<file path="config.mk">
export PLATFORM = sky130hd
export DESIGN_NAME = riscv_mem_arbiter
export DESIGN_NICKNAME = d
export VERILOG_FILES = /design/src/rtl/riscv_mem_pkg.sv /design/src/rtl/riscv_rr_arb2.sv /design/src/rtl/riscv_mem_arbiter.sv
export SDC_FILE = /design/constraint.sdc
export NUM_CORES = 1
export LEC_CHECK = 0
export ABC_AREA = 1
export BUFFER_PORTS_ARGS = -buffer_cell sky130_fd_sc_hd__buf_2
export CORE_MARGIN = 2
export CORE_UTILIZATION = 54
export CTS_BUF_LIST = sky130_fd_sc_hd__clkbuf_4 sky130_fd_sc_hd__clkbuf_8
export DETAILED_ROUTE_END_ITERATION = 16
export GPL_TIMING_DRIVEN = 0
export HOLD_SLACK_MARGIN = 0.06
export PLACE_DENSITY = 0.89
export SLEW_MARGIN = 20
export SYNTH_ARGS = -nofsm -noshare
export SYNTH_HDL_FRONTEND = slang
export SYNTH_SLANG_ARGS = --single-unit
</file>
<file path="constraint.sdc">
create_clock -name clk -period 15.11 [get_ports clk]
set_clock_uncertainty 0.05 [all_clocks]
set_input_delay 3.022 -clock clk [delete_from_list [all_inputs] [get_ports clk]]
set_output_delay 3.022 -clock clk [all_outputs]
set_load 0.02 [all_outputs]
</file>
<file path="src/rtl/riscv_mem_pkg.sv">
// Shared types for the core-to-unified-memory arbiter.
package riscv_mem_pkg;

  typedef enum logic [1:0] {IDLE, WAIT, RESP} arb_state_e;
  typedef enum logic {GNT_INST, GNT_DATA} grant_e;

endpackage

</file>
<file path="src/rtl/riscv_rr_arb2.sv">
// Two-requester round-robin picker; purely combinational so it can front any shared resource.
// req[0] is the fetch side, req[1] the data side. grant is only meaningful when |req.
module riscv_rr_arb2
  import riscv_mem_pkg::*;
(
  input  logic [1:0] req,
  input  grant_e     last_grant,
  output grant_e     grant
);

  always_comb begin
    grant = GNT_INST;
    case (req)
      2'b01: grant = GNT_INST;
      2'b10: grant = GNT_DATA;
      2'b11: begin
        // Under contention the side that did not win last time goes next.
        if (last_grant == GNT_DATA) grant = GNT_INST;
        else                        grant = GNT_DATA;
      end
      default: grant = GNT_INST;
    endcase
  end

endmodule

</file>
<file path="src/rtl/riscv_mem_arbiter.sv">
// Serialises fetch and data accesses onto one single-port memory with round-robin
// arbitration, registered handshakes on both sides and a watchdog abort on stalled accesses.
module riscv_mem_arbiter
  import riscv_mem_pkg::*;
#(
  parameter int P_DATA_WIDTH      = 32,
  parameter int P_IMEM_ADDR_WIDTH = 32,
  parameter int P_DMEM_ADDR_WIDTH = 32,
  parameter int P_TIMEOUT         = 256
) (
  input  logic                         clk,
  input  logic                         reset,
  input  logic                         inst_req,
  input  logic [P_IMEM_ADDR_WIDTH-1:0] inst_addr,
  output logic [P_DATA_WIDTH-1:0]      instr_data,
  output logic                         instr_ready,
  input  logic                         data_req,
  input  logic                         data_wr_en_ma,
  input  logic [P_DATA_WIDTH/8-1:0]    data_be,
  input  logic [P_DMEM_ADDR_WIDTH-1:0] data_addr,
  input  logic [P_DATA_WIDTH-1:0]      data_wr,
  output logic [P_DATA_WIDTH-1:0]      data_rd,
  output logic                         data_ready,
  output logic                         bus_err,
  output logic                         mem_req,
  output logic                         mem_we,
  output logic [P_DATA_WIDTH/8-1:0]    mem_be,
  output logic [P_DMEM_ADDR_WIDTH-1:0] mem_addr,
  output logic [P_DATA_WIDTH-1:0]      mem_wdata,
  input  logic [P_DATA_WIDTH-1:0]      mem_rdata,
  input  logic                         mem_ready
);

  localparam int TW = $clog2(P_TIMEOUT + 1);

  arb_state_e              state, state_nxt;
  grant_e                  last_grant, owner, pick;
  logic [TW-1:0]           timer;
  logic                    accept, done, expire;
  logic [P_DATA_WIDTH-1:0] rsp_word;

  riscv_rr_arb2 u_pick (
    .req        ({data_req, inst_req}),
    .last_grant (last_grant),
    .grant      (pick)
  );

  always_comb begin
    state_nxt = state;
    accept    = 1'b0;
    done      = 1'b0;
    expire    = 1'b0;
    case (state)
      IDLE: begin
        if (inst_req || data_req) begin
          accept    = 1'b1;
          state_nxt = WAIT;
        end
      end
      WAIT: begin
        // A completion in the last allowed cycle still wins over the abort.
        if (mem_ready) begin
          done      = 1'b1;
          state_nxt = RESP;
        end else if (timer == TW'(P_TIMEOUT - 1)) begin
          expire    = 1'b1;
          state_nxt = RESP;
        end
      end
      RESP:    state_nxt = IDLE;
      default: state_nxt = IDLE;
    endcase
  end

  // Writes and aborted accesses return zero to the requester.
  assign rsp_word = (done && !mem_we) ? mem_rdata : '0;

  always_ff @(posedge clk or posedge reset) begin
    if (reset) begin
      state       <= IDLE;
      last_grant  <= GNT_DATA;
      owner       <= GNT_INST;
      timer       <= '0;
      instr_data  <= '0;
      instr_ready <= 1'b0;
      data_rd     <= '0;
      data_ready  <= 1'b0;
      bus_err     <= 1'b0;
      mem_req     <= 1'b0;
      mem_we      <= 1'b0;
      mem_be      <= '0;
      mem_addr    <= '0;
      mem_wdata   <= '0;
    end else begin
      state       <= state_nxt;
      instr_ready <= 1'b0;
      data_ready  <= 1'b0;
      bus_err     <= 1'b0;

      if (accept) begin
        owner      <= pick;
        last_grant <= pick;
        timer      <= '0;
        mem_req    <= 1'b1;
        if (pick == GNT_INST) begin
          mem_we    <= 1'b0;
          mem_be    <= '1;
          mem_addr  <= P_DMEM_ADDR_WIDTH'(inst_addr);
          mem_wdata <= '0;
        end else begin
          mem_we    <= data_wr_en_ma;
          mem_be    <= data_wr_en_ma ? data_be : '1;
          mem_addr  <= data_addr;
          mem_wdata <= data_wr_en_ma ? data_wr : '0;
        end
      end

      if (state == WAIT && !done && !expire)
        timer <= timer + TW'(1);

      if (done || expire) begin
        mem_req <= 1'b0;
        bus_err <= expire;
        if (owner == GNT_INST) begin
          instr_ready <= 1'b1;
          instr_data  <= rsp_word;
        end else begin
          data_ready <= 1'b1;
          data_rd    <= rsp_word;
        end
      end
    end
  end

endmodule

</file>
==> results of run 1 <==
[power by group]
| part | switching [mW] | internal (mW) |
|---|---|---|
| clock network | 0.151 | 0.202 |
| registers | 0.0919 | 0.561 |
| logic | 0.495 | 0.232 |
| total | 0.737 | 0.996 |
[cells in the final DEF (no fill, tap or decap), drive strengths merged, types with 2 or more instances in the layout]
master and n:
buf 308, bufinv 5, clkbuf 23, clkinv 5
clkinvlp 2, dfrtp 149, ha 2, inv 84
nand2 461, nand3 13, nand3b 4, nor2 47
o21ai 36, o21bai 2
[logic make-up after synthesis]
| kind of cell | after synthesis | share of synthesized area |
|---|---|---|
| AND/OR/NAND/NOR | 528 | 0.3136 |
| flip-flops | 150 | 0.5704 |
| buffers and inverters | 120 | 0.08154 |
| AO/OA/AOI/OAI | 39 | 0.03060 |
| adder cells (fa/ha/maj) | 2 | 0.003801 |
[area by class of cell]
type / instances / area [sq um]
Timing Repair Buffer: 275 / 1399
Fill cell: 906 / 3328
Antenna cell: 1 / 2.502
Buffer: 37 / 225.2
Tap cell: 147 / 183.9
Clock inverter: 13 / 202.7
Multi-Input combinational cell: 569 / 2291
Inverter: 83 / 319.1
Clock buffer: 19 / 255.2
Sequential cell: 150 / 3755
[final timing paths]
kind                            slack, ns           from             to  cells after the start
min in group asynchronous            2.52          reset    data_rd[10]                      2
max in group asynchronous           11.70          reset     last_grant                      3
worst min-delay path                 0.43      mem_be[3]      mem_be[3]                      2
worst max-delay path                11.00  mem_wdata[27]  mem_wdata[27]                      1
worst min register to register       0.43      mem_be[3]      mem_be[3]                      2
worst max register to register      12.96       timer[0]    data_rd[13]                     12
[per-stage QoR]
stage / setup slack [ns] / hold WS, ns / area (sq um) / power, mW
2_1_floorplan: 8.003 / 0.3930 / 6583 / 1.107
3_3_place_gp: 6.492 / 0.4029 / 8138 / 1.359
3_5_place_dp: 10.78 / 0.4099 / 8173 / 1.383
4_1_cts: 10.97 / 0.4307 / 8631 / 1.742
5_1_grt: 10.97 / 0.4434 / 8633 / 1.841
6_report: 11.00 / 0.4258 / 8633 / 1.733
[sequential cells by signal, indices dropped and copies added (netlist names)]
signal / flops
timer: 9
last_grant: 1
mem_addr: 32
mem_req: 1
data_rd: 32
instr_ready: 1
bus_err: 1
state: 2
mem_wdata: 32
mem_we: 1
owner: 1
mem_be: 4
instr_data: 32
data_ready: 1
[tightest hold or removal path: cells and delay by family (launching register included)]
kind             cells  cell delay, ns
and+or+nand+nor      2            0.10
DFF                  1            0.34
[metal layers]
metal  track usage  up-vias
li1              -     3093
met1        0.3442     2890
met2        0.4785      246
met3       0.06247       40
met4        0.1187        0
met5             0        -
==> impl_metrics.py, run 1 <==
metrics = {
    "run_status": {
        "status": "completed",
    },
    "placed_design": {
        "port_buffers": 274,
        "post-dp-hpwl_um": 12930,
        "dp_cells": 1261,
        "gp_congestion": 0.8131,
    },
    "timing": {
        "rsz0062_at_grt": "no",
        "hold_violations": 0,
        "slew_viol_final": 0,
        "slew_headroom": 0.6833,
        "fmax_mhz": 243.2,
        "setup_tns_ns": 0,
        "finalSetupViolCount": 0,
        "worstMarginPinSlew_ns": 0.4750,
        "fin_crit_sh": 0.2722,
        "fin_crit_ns": 4.112,
    },
    "flow_run": {
        "cap_violations": 0,
    },
    "worst_setup_path": {
        "cp.arrival_ns": 1.04,
        "path_cells": "buf_2",
        "critPathLaunchType": "register",
        "path_buf_inv": 1,
        "slowest_stage": "dfrtp_1",
        "required_ns": 12.04,
        "max_stage_delay_ns": 0.41,
        "endpoint_kind": "primary output",
        "crit_fanout": 2,
        "critPathTopFamily": "flip-flops",
        "worst-setup-path-type": "reg2out",
    },
    "yosys": {
        "postSynthAreaPerCell_sq_um": 7.846,
        "async_flop_share": 1.000,
        "syn-instance-count": 839,
        "synth_area_leaders": "dfrtp_1 (57%), nand2_1 (26%), inv_1 (4.6%)",
        "synth_edf_count": 0,
        "yosys_warnings": 0,
        "yosysTopAreaCellShare": 0.5664,
        "netlist-cell-type-count": 25,
        "synth_most_common_cell": "nand2_1",
        "ys_top_cells_by_count": "nand2_1 (457), dfrtp_1 (149), inv_1 (80), nor2_1 (43), o21ai_0 (34)",
        "yosys.area.top_type": "dfrtp_1",
        "synth_ff_type": "dfrtp_1",
        "ys_seq_elements": 150,
        "syn_area_sq_um": 6583,
        "yosysSeqAreaShare": 0.5704,
        "synth_nets": 979,
    },
    "global_routing": {
        "grt_use_total": 0.2803,
        "antenna_found_initial": 1,
        "grt_first_pass_wirelength_um": 28350,
        "grt_overflow": 0,
        "grt_pass1_vias": 5918,
        "grt_max_degree": 98,
    },
    "floorplan": {
        "die_h_um": 114.4,
        "dieWidth_um": 114.4,
        "die_area_sq_um": 13090,
        "initial_core_util": 0.5503,
        "fp.coreArea_sq_um": 11960,
        "io_pins": 275,
        "std_cell_rows": 40,
    },
    "clock_tree": {
        "ctsHoldBuffers": 0,
        "clk_root_buffer_cell": "clkbuf_8",
        "htree_levels": 4,
        "clk_latency_ns": 0.45,
        "clk_transition_reported_paths_ns": 0.08,
        "cts_tree": "yes",
        "post_cts_resized": 0,
        "cts_buffers": 17,
        "clock-sinks": 150,
        "clk_path_buf_depth": 2,
        "post-cts-setup-buffer-count": 0,
    },
    "final_layout": {
        "fin_cells": 1294,
        "drive_gt1_frac": 0.3089,
        "area_delta_synth_final_pct": 31.15,
        "fin_nets": 1273,
        "fin_util": 0.7218,
    },
    "min_path": {
        "hold_class": "reg2reg",
    },
    "route": {
        "wl_per_cell_um": 13.78,
        "drt_iter0_drc": 461,
        "top_layer_used": "met4",
        "avgViaCountPerCell": 4.845,
        "met2WireLength_um": 9070,
        "ant_nets": 0,
        "via_count": 6269,
        "drt_wl_total_um": 17830,
        "first_pass_iters": 5,
        "wl_met1_um": 7196,
        "met3WireLength_um": 1094,
        "remaining_drc_errors": 0,
    },
    "power_and_ir_drop": {
        "vdd_drop_max_v": 0.0001067,
        "leakagePower_nw": 5.473,
        "p_per_area_nw_per_um2": 200.7,
    },
}
Note: power is estimated with default switching activity, not from simulation.
==> run 2, diff against run 1 <==
CORE_UTILIZATION = 50   (was 54)
PLACE_DENSITY = 0.83   (was 0.89)
clock period = 4.3 ns   (was 15.11 ns; I/O delays follow)
==> run 2 against run 1 <==
Net effect:
- core utilization is 3.8 points lower
- via count up 0.56%
- clock power rose to 3.1 times the previous value
- first-iteration DRC count fell by 2.4%
- critical path type is now reg2reg
- critical endpoint is now data_rd[8]
==> impl_metrics.py, run 2 (synthesis gave the netlist of run 1 again) <==
metrics = {
    "power_and_ir_drop": {
        "p_per_area_nw_per_um2": 686.5,
        "switchingPower_mw": 2.559,
        "p_int_mw": 3.409,
        "pwr-share-clk": 0.186,
        "leakagePower_nw": 5.496,
        "p_comb_frac": 0.431,
        "seqPwrFrac": 0.383,
        "swShare": 0.4287,
        "vdd_drop_max_v": 0.0003287,
    },
    "placed_design": {
        "post-dp-hpwl_um": 13390,
        "port_buffers": 274,
        "dp_cells": 1290,
        "placed_area_sq_um": 8288,
        "gp_congestion": 0.8149,
        "dp_slack_ns": 2.100,
    },
    "route": {
        "drt_wl_total_um": 17710,
        "drt_iter0_drc": 450,
        "first_pass_iters": 5,
        "avgViaCountPerCell": 4.769,
        "remaining_drc_errors": 0,
        "via_count": 6304,
        "wl_per_cell_um": 13.39,
        "ant_nets": 0,
    },
    "timing": {
        "slew_viol_final": 0,
        "rsz0062_at_grt": "no",
        "slew_headroom": 0.6797,
        "fmax_mhz": 448.4,
        "fin_crit_sh": 0.5186,
        "setup_tns_ns": 0,
        "finalSetupViolCount": 0,
        "setup_ws_ns": 2.070,
        "fin_crit_ns": 2.230,
        "hold_violations": 0,
        "worstMarginPinSlew_ns": 0.4804,
    },
    "final_layout": {
        "stdcell_area_sq_um": 8693,
        "fin_nets": 1277,
        "layout_common_cells": "nand2_1 (457), buf_2 (295), dfrtp_1 (149), inv_1 (79), nor2_1 (43)",
        "layout_commonest_cell": "nand2_1",
        "drive_gt1_frac": 0.3113,
        "area_delta_synth_final_pct": 32.07,
        "fin_util": 0.6833,
        "num-fill-cells": 1088,
        "fin_cells": 1322,
        "n_antenna_cell": 0,
    },
    "clock_tree": {
        "htree_levels": 4,
        "post_cts_resized": 0,
        "clk_transition_reported_paths_ns": 0.08,
        "ctsHoldBuffers": 0,
        "cts_tree": "yes",
        "clk_latency_ns": 0.45,
        "clk_path_buf_depth": 2,
        "cts_buffers": 17,
        "post-cts-setup-buffer-count": 0,
        "clk_root_buffer_cell": "clkbuf_8",
        "clock-sinks": 150,
    },
    "flow_run": {
        "cap_violations": 0,
    },
    "floorplan": {
        "std_cell_rows": 41,
        "fp.coreArea_sq_um": 12720,
        "initial_core_util": 0.5174,
        "io_pins": 275,
        "die_area_sq_um": 14100,
        "die_h_um": 118.7,
        "dieWidth_um": 118.7,
    },
    "global_routing": {
        "antenna_found_initial": 0,
        "grt_first_pass_wirelength_um": 28540,
        "grt_pass1_vias": 5957,
        "grt_overflow": 0,
        "grt_max_degree": 35,
        "met3_usage": 0.07191,
        "grt.busiest_layer": "met2",
        "use_met1": 0.3134,
        "grtUsageMet2": 0.4235,
        "grt_use_total": 0.2559,
    },
    "min_path": {
        "hold_class": "in2async",
    },
    "worst_setup_path": {
        "worst-setup-path-type": "reg2reg",
        "cp.arrival_ns": 2.52,
        "r2r-start": "timer[1]",
        "crit_fanout": 10,
        "critPathLaunchType": "register",
        "r2r_cells": 12,
        "r2r_end": "data_rd[8]",
        "r2r_slack_ns": 2.07,
        "required_ns": 4.59,
        "endpoint_kind": "register",
    },
    "run_status": {
        "status": "completed",
    },
}
==> run 2: worst max path at each step <==
stage,start,cells past startpoint,to
floorplan,reset,1,bus_err
global placement,reset,2,data_rd[25]
detailed placement,timer[1],12,data_rd[6]
CTS,timer[0],12,data_rd[6]
global route,timer[1],12,data_rd[14]
finish,timer[1],12,data_rd[8]
==> run 2: layout make-up <==
type | instances | area, sq um | share of cell area
flip-flops and latches | 150 | 3755 | 0.4319
multi-input cells | 569 | 2291 | 0.2635
repair buffers | 279 | 1486 | 0.1710
plain buffers | 37 | 225.2 | 0.02591
clock inverters | 4 | 70.07 | 0.008060
inverters | 83 | 315.3 | 0.03627
clock buffers | 28 | 335.3 | 0.03857
well taps | 172 | 215.2 | 0.02476
==> run 2: metrics by stage <==
step           total power, mW  hold WS (ns)
2_1_floorplan            3.891        0.3930
3_3_place_gp             4.806        0.4071
3_5_place_dp             4.885        0.4097
4_1_cts                  5.997        0.3499
5_1_grt                  6.341        0.3719
6_report                 5.968        0.3658
==> run 2: routing by layer <==
| metal | routed length, um | vias to the layer above |
|---|---|---|
| met3 | 1324 | 38 |
| met2 | 8712 | 297 |
| met5 | 0 | - |
| met4 | 507 | 0 |
| met1 | 7163 | 2875 |
| li1 | - | 3094 |
==> run 2: worst max-delay path: stages (launching register included) <==
cell     delay [ns]
dfrtp_1        0.39
ha_1           0.19
nand2_1        0.13
nor4_1         0.33
ha_1           0.22
inv_1          0.06
nand2_2        0.10
nand2_4        0.08
inv_2          0.11
nand2_2        0.10
buf_2          0.21
nand2_1        0.09
nand2_1        0.06
==> run 2: power groups by stage <==
| stage | sequential [mW] | clock [mW] | combinational (mW) |
|---|---|---|---|
| after floorplan | 2.95 | 0 | 0.944 |
| after global placement | 2.29 | 0 | 2.52 |
| after detailed placement | 2.29 | 0 | 2.59 |
| after CTS | 2.28 | 1.12 | 2.59 |
| after global routing | 2.35 | 1.19 | 2.80 |
| final | 2.29 | 1.11 | 2.57 |
